[src/rtl/multicycle_controller.sv]
// Multi-cycle control FSM for the shared MIPS-subset datapath.
// Ports: clk/rst_n; OP/func/ZF from IR/ALU; Inst/Data ready acks in;
//   memory requests, datapath enables/selects, Illegal_Inst,
//   Inst_Count (retired instructions) and State (debug) out.
module multicycle_controller #(
    parameter int CNT_W = 32
) (
    input  logic             clk,
    input  logic             rst_n,
    input  logic [5:0]       OP,
    input  logic [5:0]       func,
    input  logic             ZF,
    input  logic             Inst_Ready,
    input  logic             Data_Ready,
    output logic             Inst_Req,
    output logic             Data_Req,
    output logic             Mem_Write,
    output logic             IR_Write,
    output logic             PC_Write,
    output logic [1:0]       PC_s,
    output logic             Write_Reg,
    output logic [1:0]       w_r_s,
    output logic [1:0]       wr_data_s,
    output logic             imm_s,
    output logic             rt_imm_s,
    output logic [2:0]       ALU_OP,
    output logic             Illegal_Inst,
    output logic [CNT_W-1:0] Inst_Count,
    output logic [2:0]       State
);

    typedef enum logic [2:0] {
        S_INIT = 3'd0,
        S_IF   = 3'd1,
        S_ID   = 3'd2,
        S_EX   = 3'd3,
        S_MEM  = 3'd4,
        S_WB   = 3'd5
    } state_t;

    localparam logic [5:0] OP_RTYPE = 6'b000000;
    localparam logic [5:0] OP_ADDI  = 6'b001000;
    localparam logic [5:0] OP_ANDI  = 6'b001100;
    localparam logic [5:0] OP_XORI  = 6'b001110;
    localparam logic [5:0] OP_SLTIU = 6'b001011;
    localparam logic [5:0] OP_LW    = 6'b100011;
    localparam logic [5:0] OP_SW    = 6'b101011;
    localparam logic [5:0] OP_BEQ   = 6'b000100;
    localparam logic [5:0] OP_BNE   = 6'b000101;
    localparam logic [5:0] OP_J     = 6'b000010;
    localparam logic [5:0] OP_JAL   = 6'b000011;

    localparam logic [5:0] F_ADD  = 6'b100000;
    localparam logic [5:0] F_SUB  = 6'b100010;
    localparam logic [5:0] F_AND  = 6'b100100;
    localparam logic [5:0] F_OR   = 6'b100101;
    localparam logic [5:0] F_XOR  = 6'b100110;
    localparam logic [5:0] F_NOR  = 6'b100111;
    localparam logic [5:0] F_SLTU = 6'b101011;
    localparam logic [5:0] F_SLLV = 6'b000100;
    localparam logic [5:0] F_JR   = 6'b001000;

    localparam logic [2:0] ALU_AND  = 3'b000;
    localparam logic [2:0] ALU_OR   = 3'b001;
    localparam logic [2:0] ALU_XOR  = 3'b010;
    localparam logic [2:0] ALU_NOR  = 3'b011;
    localparam logic [2:0] ALU_ADD  = 3'b100;
    localparam logic [2:0] ALU_SUB  = 3'b101;
    localparam logic [2:0] ALU_SLTU = 3'b110;
    localparam logic [2:0] ALU_SLLV = 3'b111;

    localparam logic [CNT_W-1:0] CNT_ONE = 1;

    state_t           state;
    state_t           state_next;
    logic [CNT_W-1:0] cnt;
    logic             retire;

    logic       is_r;
    logic       is_jr;
    logic       is_alui;
    logic       is_lw;
    logic       is_sw;
    logic       is_beq;
    logic       is_bne;
    logic       is_j;
    logic       is_jal;
    logic       legal;
    logic [2:0] alu_sel;
    logic       imm_sign;
    logic       use_imm;

    // Instruction class and ALU controls; IR is stable from ID onwards,
    // so MEM and WB re-use this decode to hold the EX ALU setup.
    always_comb begin
        is_r     = 1'b0;
        is_jr    = 1'b0;
        is_alui  = 1'b0;
        is_lw    = 1'b0;
        is_sw    = 1'b0;
        is_beq   = 1'b0;
        is_bne   = 1'b0;
        is_j     = 1'b0;
        is_jal   = 1'b0;
        alu_sel  = 3'b000;
        imm_sign = 1'b0;
        use_imm  = 1'b0;
        case (OP)
            OP_RTYPE: begin
                case (func)
                    F_ADD:  begin is_r = 1'b1; alu_sel = ALU_ADD;  end
                    F_SUB:  begin is_r = 1'b1; alu_sel = ALU_SUB;  end
                    F_AND:  begin is_r = 1'b1; alu_sel = ALU_AND;  end
                    F_OR:   begin is_r = 1'b1; alu_sel = ALU_OR;   end
                    F_XOR:  begin is_r = 1'b1; alu_sel = ALU_XOR;  end
                    F_NOR:  begin is_r = 1'b1; alu_sel = ALU_NOR;  end
                    F_SLTU: begin is_r = 1'b1; alu_sel = ALU_SLTU; end
                    F_SLLV: begin is_r = 1'b1; alu_sel = ALU_SLLV; end
                    F_JR:   begin is_jr = 1'b1; alu_sel = ALU_ADD; end
                    default: ;
                endcase
            end
            OP_ADDI: begin
                is_alui  = 1'b1;
                alu_sel  = ALU_ADD;
                imm_sign = 1'b1;
                use_imm  = 1'b1;
            end
            OP_ANDI: begin
                is_alui = 1'b1;
                alu_sel = ALU_AND;
                use_imm = 1'b1;
            end
            OP_XORI: begin
                is_alui = 1'b1;
                alu_sel = ALU_XOR;
                use_imm = 1'b1;
            end
            OP_SLTIU: begin
                is_alui = 1'b1;
                alu_sel = ALU_SLTU;
                use_imm = 1'b1;
            end
            OP_LW: begin
                is_lw    = 1'b1;
                alu_sel  = ALU_ADD;
                imm_sign = 1'b1;
                use_imm  = 1'b1;
            end
            OP_SW: begin
                is_sw    = 1'b1;
                alu_sel  = ALU_ADD;
                imm_sign = 1'b1;
                use_imm  = 1'b1;
            end
            OP_BEQ: begin
                is_beq  = 1'b1;
                alu_sel = ALU_SUB;
            end
            OP_BNE: begin
                is_bne  = 1'b1;
                alu_sel = ALU_SUB;
            end
            OP_J:   is_j   = 1'b1;
            OP_JAL: is_jal = 1'b1;
            default: ;
        endcase
    end

    assign legal = is_r | is_jr | is_alui | is_lw | is_sw |
                   is_beq | is_bne | is_j | is_jal;

    always_ff @(posedge clk or negedge rst_n) begin
        if (!rst_n) begin
            state <= S_INIT;
        end else begin
            state <= state_next;
        end
    end

    always_ff @(posedge clk or negedge rst_n) begin
        if (!rst_n) begin
            cnt <= '0;
        end else if (retire) begin
            cnt <= cnt + CNT_ONE;
        end
    end

    always_comb begin
        state_next   = state;
        retire       = 1'b0;
        Inst_Req     = 1'b0;
        Data_Req     = 1'b0;
        Mem_Write    = 1'b0;
        IR_Write     = 1'b0;
        PC_Write     = 1'b0;
        PC_s         = 2'b00;
        Write_Reg    = 1'b0;
        w_r_s        = 2'b00;
        wr_data_s    = 2'b00;
        imm_s        = 1'b0;
        rt_imm_s     = 1'b0;
        ALU_OP       = 3'b000;
        Illegal_Inst = 1'b0;
        case (state)
            S_INIT: state_next = S_IF;
            S_IF: begin
                Inst_Req = 1'b1;
                if (Inst_Ready) begin
                    IR_Write   = 1'b1;
                    PC_Write   = 1'b1;
                    state_next = S_ID;
                end
            end
            S_ID: begin
                if (legal) begin
                    state_next = S_EX;
                end else begin
                    Illegal_Inst = 1'b1;
                    state_next   = S_IF;
                end
            end
            S_EX: begin
                ALU_OP   = alu_sel;
                imm_s    = imm_sign;
                rt_imm_s = use_imm;
                if (is_r || is_alui) begin
                    state_next = S_WB;
                end else if (is_lw || is_sw) begin
                    state_next = S_MEM;
                end else begin
                    // Control transfers finish here; JAL's link write
                    // lands on the same edge as the PC update.
                    state_next = S_IF;
                    retire     = 1'b1;
                    unique case (1'b1)
                        is_beq: begin
                            PC_Write = ZF;
                            PC_s     = 2'b10;
                        end
                        is_bne: begin
                            PC_Write = ~ZF;
                            PC_s     = 2'b10;
                        end
                        is_jr: begin
                            PC_Write = 1'b1;
                            PC_s     = 2'b01;
                        end
                        is_j: begin
                            PC_Write = 1'b1;
                            PC_s     = 2'b11;
                        end
                        is_jal: begin
                            PC_Write  = 1'b1;
                            PC_s      = 2'b11;
                            Write_Reg = 1'b1;
                            w_r_s     = 2'b10;
                            wr_data_s = 2'b10;
                        end
                        default: ;
                    endcase
                end
            end
            S_MEM: begin
                Data_Req  = 1'b1;
                Mem_Write = is_sw;
                ALU_OP    = alu_sel;
                imm_s     = imm_sign;
                rt_imm_s  = use_imm;
                if (Data_Ready) begin
                    if (is_lw) begin
                        state_next = S_WB;
                    end else begin
                        state_next = S_IF;
                        retire     = 1'b1;
                    end
                end
            end
            S_WB: begin
                Write_Reg  = 1'b1;
                ALU_OP     = alu_sel;
                imm_s      = imm_sign;
                rt_imm_s   = use_imm;
                w_r_s      = is_r ? 2'b00 : 2'b01;
                wr_data_s  = is_lw ? 2'b01 : 2'b00;
                state_next = S_IF;
                retire     = 1'b1;
            end
            default: state_next = S_INIT;
        endcase
    end

    assign Inst_Count = cnt;
    assign State      = state;

endmodule

[config.mk]
export PLATFORM = sky130hd
export DESIGN_NAME = multicycle_controller
export DESIGN_NICKNAME = d
export VERILOG_FILES = /design/src/rtl/multicycle_controller.sv
export SDC_FILE = /design/constraint.sdc
export NUM_CORES = 1
export LEC_CHECK = 0
export CORE_ASPECT_RATIO = 0.9
export CORE_UTILIZATION = 47
export DETAILED_ROUTE_END_ITERATION = 10
export PLACE_DENSITY_LB_ADDON = 0.1
export REMOVE_ABC_BUFFERS = 1
export SETUP_SLACK_MARGIN = 0.05
export SYNTH_ARGS = -nofsm -noshare
export SYNTH_HDL_FRONTEND = slang
export SYNTH_SLANG_ARGS = --single-unit
[constraint.sdc]
create_clock -name clk -period 3.55 [get_ports clk]
set_clock_uncertainty 0.2 [all_clocks]
set_input_delay 0.8875 -clock clk [delete_from_list [all_inputs] [get_ports clk]]
set_output_delay 0.8875 -clock clk [all_outputs]
set_load 0.05 [all_outputs]
Word-level counts from Yosys, hierarchy flattened

Cells that the tools add are included.

Register bits: 35
Bits of input ports: 17
Output and inout port bits: 53
Logic and storage cells: 110

$add $sub $neg: 1
Equality and inequality tests: 26
Multiplexer cells: 56
Bitwise logic cells: 9
Reduce and logical (&&, ||, !) cells: 16

Operators with widths:

| kind                                                 | number |
|---|---|
| equality test 6 bit (second input constant)          | 9 |
| 2-to-1 mux 1 bit                                     | 33 |
| adder 32 x 1 -> 32 bit (second input constant)       | 1 |
| equality test 6 x 4 -> 1 bit (second input constant) | 5 |
| case mux 3 bit (5 select lines)                      | 2 |
| case mux 3 bit (7 select lines)                      | 1 |
| equality test 6 x 3 -> 1 bit (second input constant) | 3 |
| 2-to-1 mux 3 bit                                     | 6 |
| 2-to-1 mux 2 bit                                     | 7 |
| equality test 6 x 2 -> 1 bit (second input constant) | 2 |
| OR reduction 2 bit                                   | 5 |
| OR reduction 3 bit                                   | 3 |
| OR 1 bit                                             | 8 |
| case mux 2 bit (2 select lines)                      | 2 |
| OR reduction 8 bit                                   | 1 |
| equality test 3 x 2 -> 1 bit (second input constant) | 2 |
| equality test 3 bit (second input constant)          | 2 |
| zero test 6 bit                                      | 1 |
| case mux 1 bit (3 select lines)                      | 2 |
| case mux 2 bit (3 select lines)                      | 1 |
| OR reduction 6 bit                                   | 1 |
| inequality test 2 bit (second input constant)        | 2 |
| case mux 1 bit (2 select lines)                      | 2 |
| OR reduction 4 bit                                   | 1 |
| other kinds (5)                                      | 6 |

Depth between registers and ports, before layout

Gate-level depths: netlist of run 1.

Word-level depth: 14
Gate-level depth with buffers: 8

Worst setup path after synthesis of run 1

Ideal clock, no wire load.

Path kind: input to output
Start point: input port func[5]
End point: output port Illegal_Inst
Data arrival time: 3.175 ns
Path slack: -0.712 ns
Cell stages on the path: 5
Path through: buf_2 -> nor2b_4 -> a211oi_4 -> o221ai_4 -> nor4_1

Cells in the longest elaborated chain, start to end: 14
Elaborated cells on any way between the ends: 24
Classes of those cells: eq/ne (9); mux (6); bitwise (8); reduce/logical (1)

RTL lines:

| what                                                                       | RTL line | source |
|---|---|---|
| start, declared                                                            | 11       | `input logic [5:0] func,` |
| equality test 6 x 3 -> 1 bit / equality test 6 bit (equally long branches) | 110      | `case (func)` |
| OR reduction 8 bit (no source line)                                        | -        |  |
| 2-to-1 mux 1 bit                                                           | 110      |  |
| 2-to-1 mux 1 bit                                                           | 108      | `case (OP)` |
| OR 1 bit (*) (5 in a row)                                                  | 170      | `assign legal = is_r \| is_jr \| is_alui \| is_lw \| is_sw \|` |
| OR 1 bit (*) (3 in a row)                                                  | 171      | `is_beq \| is_bne \| is_j \| is_jal;` |
| 2-to-1 mux 1 bit (*)                                                       | 216      | `if (legal) begin` |
| 2-to-1 mux 1 bit (*)                                                       | 205      | `case (state)` |
| end, declared                                                              | 27       | `output logic Illegal_Inst,` |

Mark *: on every way between the ends. The rest lies on a longest branch, timed or not.

Worst setup path in the final report of run 1

Start point: input port OP[2]
End point: output port PC_Write

Cells in the longest elaborated chain, start to end: 7
Elaborated cells on any way between the ends: 28
Classes of those cells: eq/ne (10); mux (13); reduce/logical (5)

RTL lines:

| what                                                                   | RTL line | source |
|---|---|---|
| start, declared                                                        | 10       | `input logic [5:0] OP,` |
| equality test 6 x 2 -> 1 bit / zero test 6 bit (equally long branches) | 108      |  |
| 2-to-1 mux 1 bit                                                       | 108      |  |
| OR reduction 3 bit (no source line)                                    | -        |  |
| case mux 1 bit (3 select lines)                                        | 236      | `unique case (1'b1)` |
| 2-to-1 mux 1 bit                                                       | 229      | `end else if (is_lw \|\| is_sw) begin` |
| 2-to-1 mux 1 bit (*)                                                   | 227      | `if (is_r \|\| is_alui) begin` |
| case mux 1 bit (2 select lines) (*)                                    | 205      |  |
| end, declared                                                          | 19       | `output logic PC_Write,` |

Marks and branches as above.

==> out/qor.csv, run 1 <==
stage,metric,value,unit
layout,register_area,876,µm²
setup_path,path_max_fanout,4,
synthesis,synth-xor-area-share,12.9,%
timing,worstMarginPinSlew,943,ps
timing,maxSlewViolCount,0,
layout,n_fill_cell,291,
setup_path,worst_setup_path_start_kind,input port,
synthesis,synth_edf_count,0,
floorplan,dieHeight,68.4,µm
timing,rsz0062_at_grt,true,
synthesis,ys_warn_count,0,
layout,multi_input_comb_area,0.00141,mm²
setup_path,crit_path_start,OP[2],
cts,holdBufCountCts,0,
synthesis,syn_avg_cell_area,9.43,µm²
synthesis,synth_top_family_by_area,simple AND/OR/NAND/NOR gates,
layout,final_cell_mix,"41 x clkdlybuf4s50_1, 39 x buf_4, 35 x dfrtp_1, 30 x xnor2_1, 20 x nor2_1",
global_route,grt_pass1_wl,9900,µm
floorplan,dieArea,0.00518,mm²
timing,setup_ws,92.8,ps
floorplan,ioPinCount,70,
synthesis,synth_cell_type_count,50,
synthesis,yosys.area_share.simple,31.6,%
synthesis,synth-compound-area-share,11.0,%
detailed_routing,first_iter_violations,101,
setup_path,crit_type,input port to output pin,
placement,globalplace.congestion,0.865,
synthesis,syn-cell-area,0.00230,mm²
global_route,grt_usage,25.6,%
setup_path,crit_slowest_cell,nor4_4,
synthesis,syn_inst,244,
global_route,grt_max_degree,36,
placement,place_ws,-350,ps
detailed_routing,drt_first_pass_iters,4,
global_route,grt_pass1_vias,2114,
cts,ctsHtreeMaxLevel,2,
floorplan,chipWidth,75.7,µm
run_status,outcome,completed,
placement,hpwlAfterDp,4520,µm
cts,cts_tree,built,
power_and_ir_drop,irDropWorstVdd,0.379,mV
global_route,grt_antenna_before_repair,0,
timing,setup_viol_count_final,0,
synthesis,synth_seq_cells,35,
setup_path,slowest_delay,290,ps
detailed_routing,antenna_left,0,
setup_path,critPathRequiredTime,2460,ps
detailed_routing,finalWirelength,6280,µm
synthesis,synthMuxAreaShare,1.63,%
synthesis,synthAdderAreaFrac,0.544,%
cts,ctsLongestPathBuffers,2,
detailed_routing,avgViaCountPerCell,5.35,
setup_path,crit_buf_inv,4,
cts,cts_buffers,5,
cts,path_clk_slew,60,ps
placement,portBuffers,69,
cts,cts_sinks,35,
floorplan,core_area,0.00458,mm²
layout,final_common_cell,clkdlybuf4s50_1,
placement,dp.cells,399,
setup_path,critPathTopFamily,simple AND/OR/NAND/NOR gates,
synthesis,ys_async_sr_fraction,100,%
layout,final_cells,417,
hold_path,hold_start,Inst_Count[31],
timing,finalCritPeriodShare,97.4,%
layout,nets,372,
power_and_ir_drop,leakage,1.48,nW
timing,min_period,3460,ps
timing,fmax,0.289,GHz
synthesis,yosysSeqAreaShare,38.1,%
setup_path,worstSetupEndpointType,output pin,
layout,diodes,0,
timing,hold_violations,0,
cts,cts_root_buf,clkbuf_8,
layout,drive_gt1_share,30.4,%
timing,relSlewSlack,36.9,%
setup_path,critPathArrivalTime,2370,ps
hold_path,hold_path.class,flip-flop to flip-flop,
detailed_routing,via_count,2229,
detailed_routing,wl_per_cell,15.1,µm
synthesis,synthFlopType,dfrtp_1,
cts,clock_latency,280,ps
floorplan,row_count,23,
layout,area_delta_synth_final,58.8,%
detailed_routing,drcViolationCount,0,
setup_path,crit_chain,clkbuf_2 > buf_6 > nor4_4 > nand3b_1 > o221ai_4 > or2_4 > o21ai_1 > buf_4 > buf_12,
global_route,grt_overflow_total,0,
run,max_cap_violations,0,
power_and_ir_drop,p_per_area,345,mW/mm²
power_and_ir_drop,finalPower,0.00126,W
setup_path,rr_startpoint,State[1],
floorplan,initial_utilization,50.3,%
-- what timing repair did --
action | 4_1_cts | 5_1_grt
gates cloned | 0 | 0
buffers inserted | 8 | 2
endpoints found under the hold margin | 0 | 0
pin swaps | 13 | 10
resized for setup | 48 | 18
setup endpoints to repair | 15 | 9
-- cells in the mapped netlist, types with 2 or more instances --
library cell	number	share of area, %
nor2_1	22	3.6
o21bai_1	2	0.65
clkbuf_1	4	0.65
buf_2	5	1.1
and2_1	4	1.1
dfrtp_1	35	38
nand2_1	14	2.3
or3_1	2	0.54
nor2b_1	5	1.4
and4_1	2	0.76
xnor2_1	30	11
or2_2	3	0.82
and3_1	9	2.4
buf_6	2	0.98
nor3_1	6	1.3
xor2_1	4	1.5
nand4_1	16	4.4
nand3_1	15	3.3
mux2_2	2	0.98
buf_4	3	0.98
o21ai_0	8	1.7
o32a_1	4	1.7
inv_1	3	0.49
nor3_2	2	0.87
nand3b_1	3	0.98
nand2b_1	7	1.9
a21oi_1	4	0.87
a32oi_1	2	0.76
nor3b_1	5	1.6
-- area by class of cell --
class / instances / share of cell area (%)
multi-input cells: 192 / 38.7
repair buffers: 117 / 32.7
flip-flops and latches: 35 / 24.0
well taps: 62 / 2.12
clock buffers: 7 / 2.09
inverters: 3 / 0.308
clock inverters: 1 / 0.137
-- worst reg2reg max path, stage by stage (launching register included) --
cell	delay, ps
dfrtp_1	440
nor2b_1	290
nand2_1	200
o22ai_4	700
nor3b_1	310
xor2_1	180
-- per-stage QoR --
step                      hold WS, ps  cell area (µm²)  util (%)  setup TNS (ps)
after floorplan                   392             2210         -           -3330
after global placement            266             3430      74.9           -2660
after detailed placement          263             3430      74.9           -2950
after CTS                         276             3670      80.3               0
after global routing              306             3650      79.8               0
final                             275             3650      79.8               0
-- registers in the layout, summed over array words and instances (netlist names) --
signal,count
State,3
Inst_Count,32
-- where the power goes --
group / switching [W] / internal [W] / total [W]
Combinational: 0.000293 / 0.000205 / 0.000499
Clock: 0.000132 / 0.000138 / 0.000269
Sequential: 0.0000562 / 0.000435 / 0.000491
Total: 0.000482 / 0.000778 / 0.00126
-- metal layers --
| metal | global-route usage [%] | vias up | wire (µm) | part of all wire, % |
|---|---|---|---|---|
| li1 | - | 1093 | - | - |
| met1 | 35.4 | 1066 | 3020 | 48 |
| met2 | 41.0 | 64 | 2930 | 47 |
| met3 | 4.71 | 6 | 265 | 4.2 |
| met4 | 7.18 | 0 | 61 | 0.97 |
| met5 | 0 | - | 0 | 0 |
-- kinds of logic after synthesis --
group,Yosys count
xor+xnor,34
fa+ha+maj,1
compound gates,30
flops,35
buf+inv,17
mux,3
simple gates,124
-- worst paths after layout --
check	depth (start not counted)	slack, ps	end
setup / recovery	9	90	PC_Write
hold / removal	1	270	Inst_Count[31]
setup reg to reg	5	1150	Inst_Count[28]
hold reg to reg	1	270	Inst_Count[31]
max in group asynchronous	2	2010	Inst_Count[31]
min in group asynchronous	2	830	Inst_Count[9]
Power figures use the tool's default switching activity.
==> run 2, diff against run 1 <==
PLACE_DENSITY = 0.8   (was default)
PLACE_DENSITY_LB_ADDON = default   (was 0.1)
==> out/qor.csv, run 2 (same netlist as run 1, synthesis figures left out) <==
stage,metric,value,unit
power_and_ir_drop,irDropWorstVdd,0.650,mV
setup_path,crit_buf_inv,3,
power_and_ir_drop,p_per_area,363,mW/mm²
global_route,grt_pass1_wl,10500,µm
setup_path,critPathArrivalTime,2370,ps
floorplan,initial_utilization,50.3,%
placement,hpwlAfterDp,4880,µm
detailed_routing,wl_per_cell,17.2,µm
timing,min_period,3460,ps
run_status,outcome,completed,
layout,largest_reg_flops,32,
setup_path,crit_chain,clkdlybuf4s15_2 > or2_4 > o32a_1 > buf_4 > nor2_1 > buf_12,
layout,final_area,0.00364,mm²
layout,final_cell_mix,"41 x clkdlybuf4s50_1, 41 x buf_4, 35 x dfrtp_1, 30 x xnor2_1, 20 x nor2_1",
detailed_routing,wl_met1,3130,µm
timing,relSlewSlack,43.7,%
layout,area_delta_synth_final,58.1,%
detailed_routing,highest_layer,met4,
detailed_routing,wl_met2,3430,µm
setup_path,worstSetupEndpointType,output pin,
cts,cts_buffers,5,
floorplan,dieHeight,68.4,µm
setup_path,critPathRequiredTime,2460,ps
timing,finalCritPeriodShare,97.5,%
hold_path,hold_path.class,flip-flop to flip-flop,
timing,setup_viol_count_final,0,
placement,place_area,0.00342,mm²
detailed_routing,via_count,2328,
timing,fin_hold_ws,278,ps
cts,holdBufCountCts,0,
global_route,grt_max_degree,36,
layout,multi_input_comb_area,0.00141,mm²
layout,diodes,0,
layout,drive_gt1_share,30.2,%
setup_path,slowest_delay,390,ps
cts,clock_latency,290,ps
floorplan,core_area,0.00458,mm²
detailed_routing,antenna_left,0,
layout,nets,368,
timing,fmax,0.289,GHz
floorplan,row_count,23,
layout,fin_util,79.5,%
setup_path,reg2reg_to,Inst_Count[29],
layout,final_cells,413,
setup_path,r2r_cells,5,
timing,maxSlewViolCount,0,
timing,hold_violations,0,
cts,cts_tree,built,
hold_path,hold_depth,1,
setup_path,crit_slowest_cell,o32a_1,
setup_path,crit_type,input port to output pin,
floorplan,chipWidth,75.7,µm
setup_path,path_max_fanout,5,
detailed_routing,finalWirelength,7090,µm
timing,worstMarginPinSlew,845,ps
global_route,grt_usage,27.8,%
placement,dp.cells,398,
global_route,grt_antenna_before_repair,0,
detailed_routing,dr_wl_met3,423,µm
hold_path,hold_start,Inst_Count[31],
timing,rsz0062_at_grt,true,
floorplan,dieArea,0.00518,mm²
global_route,grt_overflow_total,0,
detailed_routing,drt_first_pass_iters,4,
setup_path,crit_cells,6,
setup_path,r2r_slack,1130,ps
cts,ctsHtreeMaxLevel,2,
setup_path,rr_startpoint,State[1],
global_route,grt_pass1_vias,2180,
placement,portBuffers,69,
layout,n_fill_cell,284,
power_and_ir_drop,leakage,1.47,nW
cts,cts_sinks,35,
setup_path,worst_setup_path_start_kind,input port,
floorplan,ioPinCount,70,
run,max_cap_violations,0,
placement,globalplace.congestion,0.977,
cts,ctsLongestPathBuffers,2,
setup_path,critPathTopFamily,buffers and inverters,
detailed_routing,drcViolationCount,0,
layout,register_area,876,µm²
detailed_routing,first_iter_violations,177,
hold_path,min_to,Inst_Count[31],
cts,path_clk_slew,70,ps
power_and_ir_drop,finalPower,0.00132,W
detailed_routing,avgViaCountPerCell,5.64,
cts,cts_root_buf,clkbuf_8,
[run 2: cell types whose count changed in the layout (fill, tap and decap cells not counted), moves of 2 or more]
cell,delta
buf_2,+3
buf_4,+2
buf_6,-7
clkbuf_2,-5
clkbuf_8,+2
[run 2: report_power, final]
part           switching [W]  internal (W)  total (W)
sequential         0.0000604      0.000434   0.000495
clock               0.000146      0.000177   0.000323
combinational       0.000301      0.000202   0.000503
total               0.000508      0.000813    0.00132
[run 2: worst register-to-register path, stage by stage (launching register included)]
cell and delay [ps]:
dfrtp_1 460, nor2b_1 270, nand2_1 190, o22ai_4 710, nor3b_1 330, xor2_1 190
[run 2: routing by layer]
layer	GRT usage (%)	vias to the layer above
met2	43.6	88
li1	-	1081
met1	37.4	1146
met3	6.63	13
met4	9.72	0
met5	0	-
[run 2: metrics by stage]
step           setup TNS (ps)  worst slack [ps]
3_5_place_dp            -2990              -350
2_1_floorplan           -3330              -886
5_1_grt                     0              28.7
4_1_cts                     0              38.0
6_report                    0              87.7
3_3_place_gp            -2910              -329
[run 2: how the worst max path moves through the flow]
stage	startpoint	end	slack, ps
finish	OP[5]	rt_imm_s	90
global route	OP[1]	ALU_OP[2]	30
CTS	OP[2]	PC_Write	40
detailed placement	func[2]	PC_Write	-350
global placement	func[2]	PC_Write	-330
floorplan	OP[5]	w_r_s[1]	-890
[run 2: layout make-up]
class / count / area share, %
flip-flops and latches: 35 / 24.1
clock buffers: 8 / 2.75
well taps: 62 / 2.13
repair buffers: 113 / 31.9
inverters: 3 / 0.310
multi-input cells: 192 / 38.8
[run 2: timing repair]
action,CTS,global route
resized for setup,48,14
pin swaps,11,10
buffers inserted,6,2
endpoints found under the setup margin,15,7
==> run 3, diff against run 2 <==
CTS_CLUSTER_DIAMETER = 50   (was default)
==> results of run 3 <==
Same layout as run 2: the final DEF is identical, and so are final timing and power.
==> patch: new RTL, config.mk and constraints of run 2 <==
Set the parameter `CNT_W` to 24 (it was 32).
--- a/src/rtl/multicycle_controller.sv
+++ b/src/rtl/multicycle_controller.sv
@@ -5,3 +5,3 @@
 module multicycle_controller #(
-    parameter int CNT_W = 32
+    parameter int CNT_W = 24
 ) (
Ports: changed (resized Inst_Count); port bits go from 70 to 62. No check against the original RTL was run, so the function may have changed too.
==> patch against run 2 <==
The flow now finishes with violations (negative setup slack). Sequential cell count decreased by 8. Wire length up 5.1%. Clock power down 42%. Setup slack worse by 0.23 ns. Total power fell by 2.0%. Design area down 12%. Area after synthesis is 18% lower. Hold slack about the same. Sequential share of layout area is 3.0 points lower.
==> patch: results (changes against run 2) <==
* Max VDD drop at 359 µV (-45%)
* Placed cells at 343 (-14%)
* Drt via density at 6.14 (+8.9%)
* Leakage at 0.00129 µW (-12%)
* Top-count cell post-synth: dfrtp_1
* Initial antenna violation count at 0 (unchanged)
* Post-layout nets at 333 (-9.5%)
* Share of layout cells above drive strength 1 at 32.8% (+2.6 points)
* CTS Root Cell: clkbuf_8
* Router iterations before antenna repair at 4 (unchanged)
* CTS Buffer Depth at 2 (unchanged)
* Antenna diodes at 0 (unchanged)
* HP Start: Inst_Count[23]
* Clock transition at path regs at 0.10 ns (+0.03 ns)
* Slowest CP cell: or4_4
* DRT iter0 DRCs at 181 (+2.3%)
* Gate count after technology mapping at 214 (-12%)
* Ys async rst share at 100% (unchanged)
* Net load switching power at 613 µW (+21%)
* First-pass GRT wire length at 10,100 µm (-4.1%)
* Detailed-route via count at 2,209 (-5.1%)
* Outcome: finished, violations left
* Endpoints failing setup at 9 (+9)
* I/O Buffers at 61 (-12%)
* CP arrival at 2.61 ns (+0.24 ns)
* RD Place Congestion at 0.895 (-8.4%)
* Max FO, Critical Path at 3 (-2)
* Power Total at 1290 µW (-2.0%)
* Max H-tree Level at 1 (-1)
* Violated checks: negative setup slack
* GRT Util Overall at 32.8% (+5.0 points)
* Setup Total Neg Slack at -0.564 ns (-0.564 ns)
* Reg2Reg Launch Point: Inst_Count[4]
* Pre-CTS setup slack at -0.540 ns (-0.189 ns)
* HPWL after DPL at 4230 µm (-13%)
* Ranking of synthesized cells by area: dfrtp_1, xor2_1, nand2_1
* Vias in the first global route at 2,029 (-6.9%)
* Largest net degree at the start of global routing at 28 (-22%)
* CP max stage delay at 0.59 ns (+0.20 ns)
* Final worst slack at -0.144 ns (-0.231 ns)
* Share of total power in the clock network at 14.5% (-10 points)
* CP top delay family: simple AND/OR/NAND/NOR gates
* Post-route ant nets at 0 (unchanged)
* Slew margin rel. at 55.8% (+12 points)
* Sequential fraction of the synthesis area at 36.0% (-2.1 points)
* Crit. Startpoint: OP[4]
* Per-cell routed wire length at 20.7 µm (+21%)
* DP Area at 2860 µm² (-16%)
* Seq pwr at 446 µW (-9.9%)
* Synth cell types at 46 (-8.0%)
* Worst skew pair latency at 0.29 ns (about the same)
* Max FFs per register at 24 (-25%)
* Hold Crit Class: reg -> reg
* Synth warnings at 0 (unchanged)
* Synth cell count leaders: dfrtp_1, xor2_1, nand2_1
* Cts bufs inserted at 3 (-2)
==> patch: cell count changes in the layout (fill, tap and decap cells not counted), sizes merged, moves of 7 or more <==
cell	change
clkbuf	-7
clkdlybuf4s50	-8
dfrtp	-8
nand3	-9
nand4	-10
nor4	+7
xnor2	-26
xor2	+18
==> patch: what timing repair did <==
action / in CTS / in global routing
buffers inserted: 5 / 10
pin swaps: 9 / 11
resized for setup: 60 / 17
endpoints found under the setup margin: 15 / 12
==> patch: metal layers <==
metal | track usage [%] | wire length [µm] | part of all wire [%] | vias up
met3 | 5.29 | 524 | 7.0 | 47
li1 | - | - | - | 966
met4 | 13.1 | 378 | 5.1 | 0
met5 | 0 | 0 | 0 | -
met2 | 56.7 | 3640 | 49 | 138
met1 | 40.9 | 2910 | 39 | 1058
==> patch: area by class of cell <==
type	instances	area [µm²]
clock buffers	3	41.3
clock inverters	1	7.51
repair buffers	108	1110
multi-input cells	171	1290
flip-flops and latches	27	676
fillers	202	578
inverters	4	15.0
well taps	46	57.6
==> patch: kinds of logic after synthesis <==
| kind of cell | count (synthesis) | share of synthesized area [%] |
|---|---|---|
| and+or+nand+nor | 112 | 34.1 |
| AOI/OAI and AO/OA | 31 | 11.8 |
| DFF | 27 | 36.0 |
| xor gates and xnor gates | 26 | 12.1 |
| buffers and inverters | 16 | 4.79 |
| muxes | 1 | 0.599 |
| adders and majority gates | 1 | 0.666 |
==> patch: worst paths after layout <==
check | to | slack [ns] | cells past startpoint
worst min register to register | Inst_Count[23] | 0.28 | 1
max in group asynchronous | Inst_Count[8] | 2.12 | 2
worst min-delay path | Inst_Count[23] | 0.28 | 1
worst max-delay path | Illegal_Inst | -0.14 | 8
worst max register to register | Inst_Count[18] | 1.15 | 6
min in group asynchronous | Inst_Count[18] | 0.77 | 2
